[config.mk]
export PLATFORM = sky130hd
export DESIGN_NAME = sketch_draw_ctrl_flat
export DESIGN_NICKNAME = d
export VERILOG_FILES = /design/src/rtl/sketch_draw_ctrl_if.sv /design/src/rtl/sketch_draw_ctrl.sv /design/src/flat_wrapper.sv
export SDC_FILE = /design/constraint.sdc
export NUM_CORES = 1
export LEC_CHECK = 0
export ABC_AREA = 0
export CAP_MARGIN = 20
export CORE_AREA = 2 2 65 67
export CTS_CLUSTER_SIZE = 28
export DETAILED_ROUTE_END_ITERATION = 10
export DIE_AREA = 0 0 67 69
export PLACE_DENSITY_LB_ADDON = 0.2
export SLEW_MARGIN = 0
export SYNTH_ARGS = -nofsm -noshare
export SYNTH_HDL_FRONTEND = slang
export SYNTH_SLANG_ARGS = --single-unit
[constraint.sdc]
create_clock -name i_clk -period 2.75 [get_ports i_clk]
set_input_delay 0.825 -clock i_clk [delete_from_list [all_inputs] [get_ports i_clk]]
set_output_delay 0.825 -clock i_clk [all_outputs]
set_load 0.01 [all_outputs]
[src/rtl/sketch_draw_ctrl_if.sv]
// Image register bus: the controller reads the frame back on `image` and
// writes it with a one-cycle `draw` strobe carrying `draw_image`.
interface sketch_draw_ctrl_if #(
    parameter int unsigned WIDTH = 16
);
    logic             draw;
    logic [WIDTH-1:0] draw_image;
    logic [WIDTH-1:0] image;

    // Controller side
    modport master (
        output draw,
        output draw_image,
        input  image
    );

    // Image register side
    modport slave (
        input  draw,
        input  draw_image,
        output image
    );
endinterface

[src/rtl/sketch_draw_ctrl.sv]
// Pen/erase/clear sequencer for a single-row image register. Keeps a wrapping
// cursor and turns each request into one read-modify-write commit, followed by
// a settle gap so the readback is current before the next decision.
module sketch_draw_ctrl #(
    parameter int unsigned WIDTH      = 16,
    parameter int unsigned POS_W      = 4,
    parameter int unsigned GAP_CYCLES = 2
) (
    input  logic                      i_clk,
    input  logic                      i_reset,
    input  logic                      i_move_left,
    input  logic                      i_move_right,
    input  logic                      i_pen_down,
    input  logic                      i_erase,
    input  logic                      i_clear_req,
    sketch_draw_ctrl_if.master        io_bus,
    output logic [POS_W-1:0]          o_cursor,
    output logic                      o_busy
);

    typedef enum logic [2:0] {
        StIdle,
        StCalc,
        StCommit,
        StClear,
        StGap
    } state_e;

    localparam logic [POS_W-1:0] LastPos = POS_W'(WIDTH - 1);
    localparam logic [3:0]       GapLoad = 4'(GAP_CYCLES);

    state_e           r_state, w_state_nxt;
    logic [POS_W-1:0] r_cursor, w_cursor_nxt;
    logic [POS_W-1:0] r_tgt_pos, w_tgt_pos_nxt;
    logic             r_tgt_val, w_tgt_val_nxt;
    logic [WIDTH-1:0] r_draw_image, w_draw_image_nxt;
    logic             r_clear_pending, w_clear_pending_nxt;
    logic [3:0]       r_gap_cnt, w_gap_cnt_nxt;
    logic [WIDTH-1:0] w_merged;
    logic             w_pen_write;

    // Pen only needs a commit when the pixel differs from the value it would write.
    assign w_pen_write = i_pen_down && (io_bus.image[r_cursor] != ~i_erase);

    // Readback with the target pixel forced; all other pixels preserved.
    always_comb begin
        w_merged             = io_bus.image;
        w_merged[r_tgt_pos]  = r_tgt_val;
    end

    // Next-state and datapath decisions; IDLE priority is clear > pen > move.
    always_comb begin
        w_state_nxt         = r_state;
        w_cursor_nxt        = r_cursor;
        w_tgt_pos_nxt       = r_tgt_pos;
        w_tgt_val_nxt       = r_tgt_val;
        w_draw_image_nxt    = r_draw_image;
        w_clear_pending_nxt = r_clear_pending;
        w_gap_cnt_nxt       = r_gap_cnt;

        // A clear arriving while busy is remembered; other requests are dropped.
        if (r_state != StIdle && i_clear_req) begin
            w_clear_pending_nxt = 1'b1;
        end

        unique case (r_state)
            StIdle: begin
                if (i_clear_req || r_clear_pending) begin
                    w_state_nxt         = StClear;
                    w_clear_pending_nxt = 1'b0;
                    w_draw_image_nxt    = '0;
                end else if (w_pen_write) begin
                    w_state_nxt   = StCalc;
                    w_tgt_pos_nxt = r_cursor;
                    w_tgt_val_nxt = ~i_erase;
                end else if (i_move_right && !i_move_left) begin
                    w_cursor_nxt = (r_cursor == LastPos) ? '0 : r_cursor + 1'b1;
                end else if (i_move_left && !i_move_right) begin
                    w_cursor_nxt = (r_cursor == '0) ? LastPos : r_cursor - 1'b1;
                end
            end
            StCalc: begin
                w_draw_image_nxt = w_merged;
                w_state_nxt      = StCommit;
            end
            StCommit, StClear: begin
                w_state_nxt   = StGap;
                w_gap_cnt_nxt = GapLoad;
            end
            StGap: begin
                if (r_gap_cnt <= 4'd1) begin
                    w_state_nxt = StIdle;
                end else begin
                    w_gap_cnt_nxt = r_gap_cnt - 4'd1;
                end
            end
            default: w_state_nxt = StIdle;
        endcase
    end

    // State register with synchronous reset; reset aborts any commit in flight.
    always_ff @(posedge i_clk) begin
        if (i_reset) begin
            r_state         <= StIdle;
            r_cursor        <= '0;
            r_tgt_pos       <= '0;
            r_tgt_val       <= 1'b0;
            r_draw_image    <= '0;
            r_clear_pending <= 1'b0;
            r_gap_cnt       <= '0;
        end else begin
            r_state         <= w_state_nxt;
            r_cursor        <= w_cursor_nxt;
            r_tgt_pos       <= w_tgt_pos_nxt;
            r_tgt_val       <= w_tgt_val_nxt;
            r_draw_image    <= w_draw_image_nxt;
            r_clear_pending <= w_clear_pending_nxt;
            r_gap_cnt       <= w_gap_cnt_nxt;
        end
    end

    // The strobe is decoded from state, so it can never span two cycles.
    assign io_bus.draw       = (r_state == StCommit) || (r_state == StClear);
    assign io_bus.draw_image = r_draw_image;
    assign o_cursor          = r_cursor;
    assign o_busy            = (r_state != StIdle);

endmodule
[src/flat_wrapper.sv]
// flat-port wrapper written by rule: the top's interface ports become plain ports
module sketch_draw_ctrl_flat 
#(
    parameter int unsigned WIDTH      = 16,
    parameter int unsigned POS_W      = 4,
    parameter int unsigned GAP_CYCLES = 2
)
  (i_clk, i_reset, i_move_left, i_move_right, i_pen_down, i_erase, i_clear_req, o_cursor, o_busy, io_bus_draw, io_bus_draw_image, io_bus_image);
  sketch_draw_ctrl_if #(.WIDTH(WIDTH)) io_bus_i ();
  input  logic i_clk;
  input  logic i_reset;
  input  logic i_move_left;
  input  logic i_move_right;
  input  logic i_pen_down;
  input  logic i_erase;
  input  logic i_clear_req;
  output logic [POS_W-1:0] o_cursor;
  output logic o_busy;
  output wire logic [$bits(io_bus_i.draw)-1:0] io_bus_draw;
  output wire logic [$bits(io_bus_i.draw_image)-1:0] io_bus_draw_image;
  input wire logic [$bits(io_bus_i.image)-1:0] io_bus_image;
  assign io_bus_draw = io_bus_i.draw;
  assign io_bus_draw_image = io_bus_i.draw_image;
  assign io_bus_i.image = io_bus_image;
  sketch_draw_ctrl #(.WIDTH(WIDTH), .POS_W(POS_W), .GAP_CYCLES(GAP_CYCLES)) u_core (.i_clk(i_clk), .i_reset(i_reset), .i_move_left(i_move_left), .i_move_right(i_move_right), .i_pen_down(i_pen_down), .i_erase(i_erase), .i_clear_req(i_clear_req), .io_bus(io_bus_i), .o_cursor(o_cursor), .o_busy(o_busy));
endmodule
==> results of run 1 <==
[flip-flops by register name, summed over array words and instances (netlist names)]
register and count:
u_core.r_gap_cnt 4, u_core.r_tgt_val 1, u_core.r_clear_pending 1, u_core.io_bus.draw_image 16
u_core.o_cursor 4, u_core.r_state 3, u_core.r_tgt_pos 4
[cells in the final DEF (no fill, tap or decap), drive strengths merged]
cell            n
or3b            3
o31ai           3
nor3            9
nand2          18
inv             8
nor2b           2
xnor2           2
buf             6
clkbuf          5
nor2           51
a211oi          1
nand2b          6
nor4            4
bufinv          1
o22ai           2
clkdlybuf4s50  44
o211ai          1
o32ai           2
a311oi          1
o21bai          1
xor2            1
clkinv          1
a31oi           2
ha              5
nand3           1
dfxtp          33
o221ai          1
a21oi          19
and2b           1
nor3b           2
o21ai           3
nand3b          2
o21a            1
o311ai          1
mux2i          32
or3             4
[where the power goes]
group	internal [µW]	total, µW	switching [µW]
Sequential	524	577	52.7
Clock	263	440	177
Combinational	204	403	200
[cell type report]
type	instances	area, µm²
fillers	373	1430
multi-input cells	181	1140
clock inverters	2	35.0
repair buffers	50	485
clock buffers	5	68.8
flip-flops and latches	33	661
inverters	8	30.0
well taps	50	62.6
[worst min-delay path: stages, from the launching register on]
cell and delay (ps):
dfxtp_1 320, a21oi_1 60, nor2_1 70
[final timing paths]
kind                                            start                                       end  slack, ps  cells past startpoint
min          u_core.io_bus.draw_image[6]$_SDFFE_PP0P_  u_core.io_bus.draw_image[6]$_SDFFE_PP0P_        490                      2
max reg2reg           u_core.o_cursor[0]$_SDFFE_PP0P_          u_core.r_tgt_pos[3]$_SDFFE_PP0P_        330                      7
min reg2reg  u_core.io_bus.draw_image[6]$_SDFFE_PP0P_  u_core.io_bus.draw_image[6]$_SDFFE_PP0P_        490                      2
max                                   io_bus_image[7]          u_core.r_tgt_pos[3]$_SDFFE_PP0P_        170                      7
[cells by family after synthesis]
| logic type | synth area share (%) |
|---|---|
| and+or+nand+nor | 25.5 |
| AOI/OAI and AO/OA | 12.4 |
| DFF | 34.6 |
| muxes | 16.8 |
| buffers and inverters | 6.09 |
| adders and majority gates | 3.28 |
| xor gates and xnor gates | 1.38 |
[per-layer routing]
layer	GRT usage (%)	wire (µm)
met1	30.3	2240
met2	32.9	2060
met3	4.89	198
met4	4.99	51
met5	0	0
[through the flow]
stage | utilization, % | std cells | hold WS [ps] | worst slack [ps]
after floorplan | - | 236 | 489 | 543
after global placement | 60.7 | 322 | 465 | -30.6
after detailed placement | 60.7 | 322 | 473 | -100
after CTS | 63.4 | 329 | 487 | 191
after global routing | 63.4 | 329 | 518 | 36.5
final | 63.4 | 329 | 485 | 167
==> implementation parameters, run 1 <==
Parameter                              Value

Status
  Status    finished, final reports clean

Detailed routing
  First-pass detailed-route iteration total    4
  Total via count in the routed design    1,740
  Wire length per cell after detailed routing    13.8 µm
  Detail Route Antenna Nets    0
  Wire length reported by the detailed router    4550 µm
  Detailed Route Iter0 Violations    100
  Detailed-route DRC error count    0
  Vias per Instance    5.29

Clocking
  Insertion delay to the later sink of the worst-skew pair    290 ps
  Clock Tree Root    clkbuf_8
  Number of cells upsized or downsized after cts    0
  Clock Path Buffers    2
  TritonCTS Buffers    5
  Clk pin slew, worst setup/hold paths    70 ps
  Hold_buf cts    0
  Htree depth    2
  # clock sinks    33
  Setup Buffers After CTS    0
  Clock tree from TritonCTS    done

Floorplanning
  FP Rows    23
  Die outline height    69 µm
  Die area    4620 µm²
  Core Box Area    3910 µm²
  Die X    67 µm
  Boundary pin count    45
  Starting utilization of the core area    48.8%

Worst setup path
  Stage delay of the slowest cell on the critical path    510 ps
  Req. time, crit path    2970 ps
  Data arrival time of the critical path    2800 ps
  Crit Path Category    in2reg
  Top Family by Delay on Critical Path    multiplexers
  CP bufs+invs    1
  Crit-path slowest cell    mux2i_1
  Most repeated library cell on the critical path    mux2i_1
  Endpoint type of the worst setup path    flip-flop
  Critical Path Source Type    input port
  Cells traversed along the worst timing path    clkdlybuf4s50_1, mux2i_1, o22ai_1, nor4_2, mux2i_1, and2b_2, mux2i_1
  Highest net fanout along the worst path    7

Synthesis
  Area share of the largest cell type after synthesis    34.6%
  Synth warnings    0
  Cell types occupying the most area after synthesis    dfxtp_1 35%, mux2i_1 17%, nor2_1 10%
  Most frequent cells after synthesis    51 x nor2_1, 33 x dfxtp_1, 32 x mux2i_1, 19 x a21oi_1, 18 x nand2_1
  Share of flip-flops with an asynchronous set or reset after synthesis    0%
  Syn Nets    264
  Top_reg_cell synth    dfxtp_1
  Register bit total from synthesis    33
  Register area share after synthesis    34.6%
  Leading area contributor after synthesis    dfxtp_1
  Number of distinct standard cells referenced by the synthesized netlist    41
  Post-synthesis cell area    1910 µm²
  Average footprint of a synthesized cell    8.09 µm²
  Number of synthesized flops with an enable pin    0
  Cell with the most instances after synthesis    nor2_1
  Number of cells produced by synthesis    236

Finish
  Area Overhead vs Synth    29.9%
  Post-route design area    2480 µm²
  Fraction of layout instances using a drive strength above 1    7.89%
  Number of nets in the final layout    307
  Number of diodes    0

Place
  Placement Cell Area    2380 µm²
  Routability congestion estimate    0.881
  Number of buffer cells added on primary ports    44
  Final HPWL from detailed placement    3250 µm

GRT
  Via count of the first global-routing pass    1,666
  Total global routing overflow    0
  Global routing usage summed across all routing layers    21.4%
  Wire length of the first global-routing pass    7710 µm
  Largest net degree at the start of global routing    26
  Antenna violations before repair    0

Timing
  RSZ-0062 raised after global routing    no
  Total count of max-transition violations in the final report    0
  Setup Skew    10.7 ps
  Maximum clock rate    0.387 GHz
  Time the final worst path needs with I/O delays and setup    2580 ps
  Final critical-path share of the clock period    93.9%
  Final hold violations    0
  Slew margin rel.    61.0%
  Total Negative Setup Slacks    0 ps
  Worst Tran Pin Value    584 ps
  Setup Viol. Count Final    0

Pwr
  Post-layout power    1420 µW
  Pwr Density    573 nW/µm²
  Peak supply drop    0.400 mV
  P_leak    0.000931 µW

Job
  Maxcap violations    0

Hold path
  Class of the tightest hold or removal check    reg2reg
Note: power is estimated with default switching activity, not from simulation.
==> inputs of run 2 (changes only) <==
Settings changed: CAP_MARGIN 20 to 40.
==> results of run 2 <==
Final layout, timing and power as in run 1 (identical DEF).
==> inputs of run 3 (changes only) <==
Settings changed: HOLD_SLACK_MARGIN from default to 0.12.
==> results of run 3 <==
Final layout, timing and power as in run 1 (identical DEF).
